$ cat src/rtl/bcd_sub_ndigit_serial_pkg.sv
// Shared BCD definitions for the serial adder/subtractor/converter family:
// digit limits, the common 2-bit state encoding and a digit-validity helper.
package bcd_sub_ndigit_serial_pkg;

  localparam int BCD_MAX  = 9;
  localparam int BCD_BASE = 10;

  typedef enum logic [1:0] {
    ST_IDLE = 2'd0,
    ST_RUN  = 2'd1,
    ST_DONE = 2'd2
  } state_t;

  function automatic logic digit_bad(input logic [3:0] d);
    return d > 4'(BCD_MAX);
  endfunction

endpackage

$ cat src/rtl/bcd_sub_1digit.sv
// Combinational single-digit BCD subtractor: d = a - b - bin with decimal borrow.
// Non-BCD inputs still produce a deterministic 4-bit result and raise bad.
module bcd_sub_1digit
  import bcd_sub_ndigit_serial_pkg::*;
(
  input  logic [3:0] a,
  input  logic [3:0] b,
  input  logic       bin,
  output logic [3:0] d,
  output logic       bout,
  output logic       bad
);

  logic signed [4:0] t;

  always_comb begin
    t    = $signed({1'b0, a}) - $signed({1'b0, b}) - $signed({4'b0000, bin});
    bout = t[4];
    // A negative raw difference wraps into the digit by adding the base
    d    = bout ? (t[3:0] + 4'(BCD_BASE)) : t[3:0];
    bad  = digit_bad(a) | digit_bad(b);
  end

endmodule

$ cat src/rtl/bcd_sub_ndigit_serial.sv
// Multi-digit packed-BCD subtractor, one digit per clock (LS digit first).
// Start/done handshake; diff/bout/invalid update only when an operation completes.
module bcd_sub_ndigit_serial
  import bcd_sub_ndigit_serial_pkg::*;
#(
  parameter int DIGITS = 4
) (
  input  logic                clk,
  input  logic                rst,
  input  logic                start,
  input  logic [4*DIGITS-1:0] a,
  input  logic [4*DIGITS-1:0] b,
  input  logic                bin,
  output logic                busy,
  output logic                done,
  output logic [4*DIGITS-1:0] diff,
  output logic                bout,
  output logic                invalid
);

  localparam int W  = 4 * DIGITS;
  localparam int IW = (DIGITS > 1) ? $clog2(DIGITS) : 1;
  localparam logic [IW-1:0] LAST = IW'(DIGITS - 1);

  state_t        state;
  logic [IW-1:0] idx;
  logic [W-1:0]  a_q;
  logic [W-1:0]  b_q;
  logic [W-1:0]  work_q;
  logic [W-1:0]  work_next;
  logic          borrow_q;
  logic          inv_acc;

  logic [3:0]    a_dig;
  logic [3:0]    b_dig;
  logic [3:0]    d_dig;
  logic          d_bout;
  logic          d_bad;

  assign a_dig = a_q[{idx, 2'b00} +: 4];
  assign b_dig = b_q[{idx, 2'b00} +: 4];

  bcd_sub_1digit u_digit (
    .a    (a_dig),
    .b    (b_dig),
    .bin  (borrow_q),
    .d    (d_dig),
    .bout (d_bout),
    .bad  (d_bad)
  );

  always_comb begin
    work_next = work_q;
    work_next[{idx, 2'b00} +: 4] = d_dig;
  end

  always_ff @(posedge clk) begin
    if (rst) begin
      state    <= ST_IDLE;
      busy     <= 1'b0;
      done     <= 1'b0;
      diff     <= '0;
      bout     <= 1'b0;
      invalid  <= 1'b0;
      idx      <= '0;
      a_q      <= '0;
      b_q      <= '0;
      work_q   <= '0;
      borrow_q <= 1'b0;
      inv_acc  <= 1'b0;
    end else begin
      case (state)
        ST_IDLE, ST_DONE: begin
          done <= 1'b0;
          if (start) begin
            a_q      <= a;
            b_q      <= b;
            borrow_q <= bin;
            idx      <= '0;
            inv_acc  <= 1'b0;
            busy     <= 1'b1;
            state    <= ST_RUN;
          end else begin
            state <= ST_IDLE;
          end
        end
        ST_RUN: begin
          // Validity is gathered digit by digit as each operand digit passes through
          work_q   <= work_next;
          borrow_q <= d_bout;
          inv_acc  <= inv_acc | d_bad;
          idx      <= idx + 1'b1;
          if (idx == LAST) begin
            diff    <= work_next;
            bout    <= d_bout;
            invalid <= inv_acc | d_bad;
            busy    <= 1'b0;
            done    <= 1'b1;
            state   <= ST_DONE;
          end
        end
        default: begin
          busy  <= 1'b0;
          done  <= 1'b0;
          state <= ST_IDLE;
        end
      endcase
    end
  end

endmodule

$ cat config.mk
export PLATFORM = sky130hd
export DESIGN_NAME = bcd_sub_ndigit_serial
export DESIGN_NICKNAME = d
export VERILOG_FILES = /design/src/rtl/bcd_sub_ndigit_serial_pkg.sv /design/src/rtl/bcd_sub_1digit.sv /design/src/rtl/bcd_sub_ndigit_serial.sv
export SDC_FILE = /design/constraint.sdc
export NUM_CORES = 1
export LEC_CHECK = 0
export ABC_AREA = 1
export ABC_CLOCK_PERIOD_IN_PS = 6300
export CAP_MARGIN = 20
export CORE_MARGIN = 2
export CORE_UTILIZATION = 40
export DETAILED_ROUTE_END_ITERATION = 6
export HOLD_SLACK_MARGIN = 0.08
export PLACE_DENSITY = 0.61
export SLEW_MARGIN = 25
export SYNTH_ARGS = -nofsm -noshare
export SYNTH_HDL_FRONTEND = slang
export SYNTH_HIERARCHICAL = 1
export SYNTH_SLANG_ARGS = --single-unit
$ cat constraint.sdc
create_clock -name clk -period 6.3 [get_ports clk]
set_input_delay 0.945 -clock clk [delete_from_list [all_inputs] [get_ports clk]]
set_output_delay 0.945 -clock clk [all_outputs]
set_load 0.02 [all_outputs]
==> implementation parameters <==
Parameter                              Value

STA
  Maximum operating frequency    260.9 MHz
  Sum of negative setup slack    0 ns
  Final Hold Viols    0
  Worst max-slew margin expressed relative to the limit    0.3551
  Tightest Pin Transition    0.9663 ns
  Worst clock skew on the final layout    0.007602 ns
  Period minus WS final    3.834 ns
  Count of final max-slew check failures    0
  Post-Route Hold Slack    0.4670 ns
  Final setup violating endpoints    0
  Unrepaired setup endpoints after global routing    no
  Crit share post-route    0.6085

Job
  Max-capacitance violation count    0

Clocking
  Number of CTS-inserted buffers    9
  Number of sinks driven by the clock tree    70
  Htree depth    3
  Root buffer cell    sky130_fd_sc_hd__clkbuf_8
  # hold bufs at CTS    0
  Clock tree from TritonCTS    done
  Longest Clk Path Bufs    2
  Clock latency on the worst-skew pair    0.35 ns
  Clk slew on worst S/H paths    0.08 ns
  Resized cells post-CTS    0
  Post-CTS setup buffers    0

GRT
  Via count of the first global-routing pass    3114
  Congestion Overflow GR    0
  Global-route wire length before repair    14.22 mm
  Total Routing Usage GR    0.1821
  Maximum number of pins on one net before global-route repair    41
  Initial antenna violation count    0

Logic synthesis
  Primary flip-flop cell chosen by synthesis mapping    sky130_fd_sc_hd__dfxtp_1
  Syn Inst Count    511
  Area fraction of the dominant cell type after synthesis    0.3989
  Largest cells by area after synthesis    sky130_fd_sc_hd__dfxtp_1, sky130_fd_sc_hd__nor2_1, sky130_fd_sc_hd__o21ai_0
  Number of different library cells in the post-synthesis netlist    26
  Net count after synthesis    561
  XOR/XNOR Fraction of Synth Area    0.002493
  Number of enable flip-flop cells after synthesis    0
  Post-synthesis adder-cell area fraction    0.05413
  Synthesis-stage register bit count    70
  Synthesized area divided by synthesized cell count    6.875 um^2
  Basic-gate share of the synthesized area counting and, or, nand and nor cells    0.3056
  Compound-Gate Fraction of Synth Area    0.1257
  Warnings, synthesis    6
  Dominant combinational cell family by area after synthesis    simple AND/OR/NAND/NOR gates
  Post-synthesis cell area    0.003513 mm^2
  Sequential area share after synthesis    0.3989
  Dominant cell type by area after synthesis    sky130_fd_sc_hd__dfxtp_1
  Fraction of registers with async set or reset after synthesis    0
  Post-synthesis mux area share    0

Final layout
  Synth-to-Final Area Change    20.58%
  Fraction of final layout cells with drive strength greater than 1    0.06810
  Final core utilization    0.4906
  Count of nets after finishing    603
  Count of antenna diodes in the layout    0

Drt
  Vias after detailed routing    3219
  Violation count after the first detailed-routing iteration    154
  Aggregate routed wire length    8.089 mm
  Average detailed-routed wire length per instance    12.15 um
  Antenna-violating nets left    0
  # DRC    0
  First-pass detailed-route iteration total    6
  Vias per std cell    4.833

Die
  Placeable core area    0.008636 mm^2
  Total Die Area    0.009549 mm^2
  Height of the die    97.72 um
  Starting utilization of the core area    0.4068
  Boundary Pins    56
  Placement Rows    34
  Die outline width    97.72 um

Power and ir drop
  Power share of the combinational group    0.281
  Internal power of the cells    744.5 uW
  PnR Total Power    1.133 mW
  Part of the power in registers    0.432
  Ratio of total power to cell area    267.4 mW/mm^2
  P_sw    388.6 uW
  Share of total power in the clock network    0.287
  Sw Share    0.3429
  Largest voltage drop on the vdd net    103.8 uV
  Static Leak    1.889 nW

Setup path
  Worst setup endpoint    work_q[7]
  Category of the worst setup path capture point    register
  FF-to-FF End    work_q[7]
  Maximum fanout along the worst path    23
  WP data required    6.59 ns
  Setup slack, reg-to-reg    2.47 ns
  First element of the critical path    idx[0]
  Worst reg2reg startpoint    idx[0]
  Arrival time reported for the critical path endpoint    4.13 ns
  Kind of start point of the critical path    register
  Worst-case reg-to-reg path depth    19
  Crit Path Class    reg -> reg

Placed design
  Post-detail-place hpwl    5.891 mm
  Final Wtd Congestion    0.8921
  PortBufs    55

Outcome
  Run status    finished clean

Min path
  Hold Path Class    reg -> reg
## worst max-delay path, cell delays in order (launching register included)
cell	delay [ns]
sky130_fd_sc_hd__dfxtp_1	0.78
sky130_fd_sc_hd__inv_1	0.52
sky130_fd_sc_hd__o21ai_0	0.27
sky130_fd_sc_hd__o22ai_1	0.12
sky130_fd_sc_hd__fa_1	0.48
sky130_fd_sc_hd__fa_1	0.40
sky130_fd_sc_hd__inv_1	0.08
sky130_fd_sc_hd__nand2_2	0.07
sky130_fd_sc_hd__nand2_1	0.10
sky130_fd_sc_hd__ha_1	0.19
sky130_fd_sc_hd__clkinv_2	0.07
sky130_fd_sc_hd__nand3_1	0.08
sky130_fd_sc_hd__nand2_1	0.05
sky130_fd_sc_hd__nand2_1	0.08
sky130_fd_sc_hd__nand2_1	0.08
sky130_fd_sc_hd__nor2_1	0.13
sky130_fd_sc_hd__nand2_1	0.10
sky130_fd_sc_hd__nand3_1	0.08
sky130_fd_sc_hd__nand2_1	0.05
sky130_fd_sc_hd__inv_1	0.05
## stage by stage
step | cells | setup slack, ns | area (um^2)
2_1_floorplan | 511 | 3.493 | 3513
3_3_place_gp | 650 | 2.703 | 4061
3_5_place_dp | 650 | 2.482 | 4061
4_1_cts | 666 | 2.452 | 4237
5_1_grt | 666 | 1.953 | 4237
6_report | 666 | 2.466 | 4237
## synth_stat cells (3+ instances only)
master	count
sky130_fd_sc_hd__ha_1	12
sky130_fd_sc_hd__buf_4	6
sky130_fd_sc_hd__nand2_2	3
sky130_fd_sc_hd__inv_1	60
sky130_fd_sc_hd__o21ai_0	54
sky130_fd_sc_hd__inv_2	6
sky130_fd_sc_hd__nor2_1	120
sky130_fd_sc_hd__nand2_1	70
sky130_fd_sc_hd__o21ai_1	3
sky130_fd_sc_hd__nand4_1	4
sky130_fd_sc_hd__nand2_4	4
sky130_fd_sc_hd__clkbuf_1	6
sky130_fd_sc_hd__o22ai_1	9
sky130_fd_sc_hd__dfxtp_1	70
sky130_fd_sc_hd__nand3_1	38
sky130_fd_sc_hd__a21oi_1	20
sky130_fd_sc_hd__buf_2	11
## worst min-delay path by stage
stage | from | to | slack, ns | depth (start not counted)
global placement | invalid | invalid | 0.45 | 2
global route | invalid | invalid | 0.51 | 2
CTS | invalid | invalid | 0.47 | 2
detailed placement | invalid | invalid | 0.46 | 2
finish | invalid | invalid | 0.47 | 2
floorplan | b_q[8] | b_q[8] | 0.45 | 2
## cell families (layout without fill, tap and decap cells)
kind of cell    Yosys count  after routing
simple gates            248            248
buf+inv                  92            139
xor+xnor                  1              1
compound gates           86             86
fa+ha+maj                14             14
flops                    70             70
## layer usage
| metal | track usage | vias up | wire length (um) |
|---|---|---|---|
| li1 | - | 1690 | - |
| met1 | 0.2506 | 1443 | 4034 |
| met2 | 0.2796 | 70 | 3521 |
| met3 | 0.03957 | 16 | 350 |
| met4 | 0.07158 | 0 | 183 |
| met5 | 0 | - | 0 |
## power by group through the flow
stage	Sequential, mW	Clock, mW	Combinational (mW)
after floorplan	0.493	0	0.248
after global placement	0.500	0	0.307
after detailed placement	0.500	0	0.317
after CTS	0.490	0.332	0.319
after global routing	0.494	0.355	0.364
final	0.490	0.325	0.318
## final cells by class
type,instances,area [um^2]
clock inverters,6,37.54
well taps,108,135.1
repair buffers,56,558.0
multi-input cells,349,1714
inverters,67,252.7
clock buffers,10,137.6
fillers,902,4399
flip-flops and latches,70,1401
## cell usage in the layout (no fill, tap or decap), drive strengths merged
cell type and instances:
clkinv 4, fa 2, dfxtp 70, inv 66, ha 12, buf 1, nand3 40, nor2 124
a21oi 20, clkdlybuf4s50 55, nand4 4, nand2 77, xor2 1, nor3 3, clkinvlp 3, o21ai 57
o22ai 9, clkbuf 10
## state kept, by name (all words and copies together), names as in the netlist, 2 cells and up
name and cells:
diff 16, a_q 16, state 2, work_q 12
idx 2, b_q 16
Note: power is estimated with default switching activity, not from simulation.
==> edit (same settings) <==
Set the parameter `DIGITS` to 8 (it was 4).
--- a/src/rtl/bcd_sub_ndigit_serial.sv
+++ b/src/rtl/bcd_sub_ndigit_serial.sv
@@ -3,7 +3,7 @@
 module bcd_sub_ndigit_serial
   import bcd_sub_ndigit_serial_pkg::*;
 #(
-  parameter int DIGITS = 4
+  parameter int DIGITS = 8
 ) (
   input  logic                clk,
   input  logic                rst,
Interface: changed (resized a, b and diff); port bits go from 56 to 104. The function was not compared with the original's and may differ.
==> edit against the unedited design <==
Critical path type unchanged; via count grew 97%; combinational power grew 56%; first-iteration DRC count grew to 2.7 times the old value; power grew 120%; sequential power grew 98%; largest power group is now clock; highest routed layer unchanged; synthesized area grew 97%; critical path depth grew 1; clock power grew to 3.1 times the old value; non-clock buffer count grew 51; final area grew 100%; routed wire length grew 110%; final cell count grew 100%; sequential cell count grew 69; worst setup slack gained 0.070 ns.
==> edit: results (changes against the unedited design) <==
* Layout buffering overhead excluding clock cells at 12.4% (-0.75 points)
* Clock sink count at 139 (+99%)
* Fin nets at 1181 (+96%)
* Logic inverters at 104 (+55%)
* Bufs w/o clock at 107 (+91%)
* Clock skew at 0.00755 ns (-0.0000551 ns)
* Design area at 8540 sq um (+100%)
* Placed cells at 1303 (+100%)
* Clk root buf: clkbuf_16
* M1 GR Usage at 27.0% (+1.9 points)
* Violation count after the first detailed-route iteration at 418 (+170%)
* Synth Area in Adders at 3.11% (-2.3 points)
* Fill cells at 1732 (+92%)
* Number of port buffers at 103 (+87%)
* Leakage power at 4.06 nW (+110%)
* # clk buffers at 18 (+8)
* Skew-Pair Late Insertion Delay at 0.43 ns (+0.08 ns)
* Status: complete, no violations
* Largest net degree at the start of global routing at 87 (+110%)
* Worst-Margin Slew at 0.776 ns (-0.190 ns)
* Die Wd at 135 um (+39%)
* Wire length on met2 at 7600 um (+120%)
* Area after DPL at 7940 sq um (+95%)
* Int Pwr at 0.00172 W (+130%)
* Via count at 6355 (+97%)
* XOR/XNOR Fraction of Synth Area at 0.127% (-0.12 points)
* Seq/Total Area, Yosys at 40.3% (+0.37 points)
* Syn Nets at 1110 (+98%)
* Fraction of area in multi-input gates at 40.0% (-0.48 points)
* H-tree depth at 4 (+1)
* TritonRoute pass-1 iters at 5 (-1)
* Max incr delay on CP at 0.82 ns (+0.04 ns)
* GRT Util Overall at 19.5% (+1.3 points)
* Met3 capacity usage during global routing at 4.49% (+0.53 points)
* Synth area leaders: dfxtp_1 40%, nor2_1 13%, nand2_1 11%
* Wire per inst at 12.8 um (+5.4%)
* Met3 Wirelength at 749 um (+110%)
* Clk cell area share at 7.03% (+2.9 points)
* Fraction of layout cells with a size suffix above 1 at 6.49% (-0.32 points)
* Vias in the first global route at 5734 (+84%)
* Cell variety after synth at 32 (+23%)
* Arr. time, crit path at 4.14 ns (about the same)
edit: cell types whose count changed in the layout (fill, tap and decap cells not counted), sizes merged, moves of 8 or more:
| cell | unedited run | this run |
|---|---|---|
| o21a | 0 | 14 |
| a21oi | 20 | 4 |
| inv | 66 | 107 |
| o21ai | 57 | 102 |
| clkbuf | 10 | 18 |
| dfxtp | 70 | 139 |
| nand2 | 77 | 228 |
| nand3 | 40 | 94 |
| clkdlybuf4s50 | 55 | 103 |
| nor2 | 124 | 249 |
edit: worst paths after layout:
path	start	end	slack [ns]	depth (start not counted)
setup / recovery	idx[1]	work_q[10]	2.54	20
hold / removal	a_q[6]	a_q[6]	0.47	2
setup reg to reg	idx[1]	work_q[10]	2.54	20
hold reg to reg	a_q[6]	a_q[6]	0.47	2
edit: worst min-delay path, delay by kind of cell (launching register included):
family           cells  cell delay, ns
DFF                  1            0.32
and+or+nand+nor      2            0.12
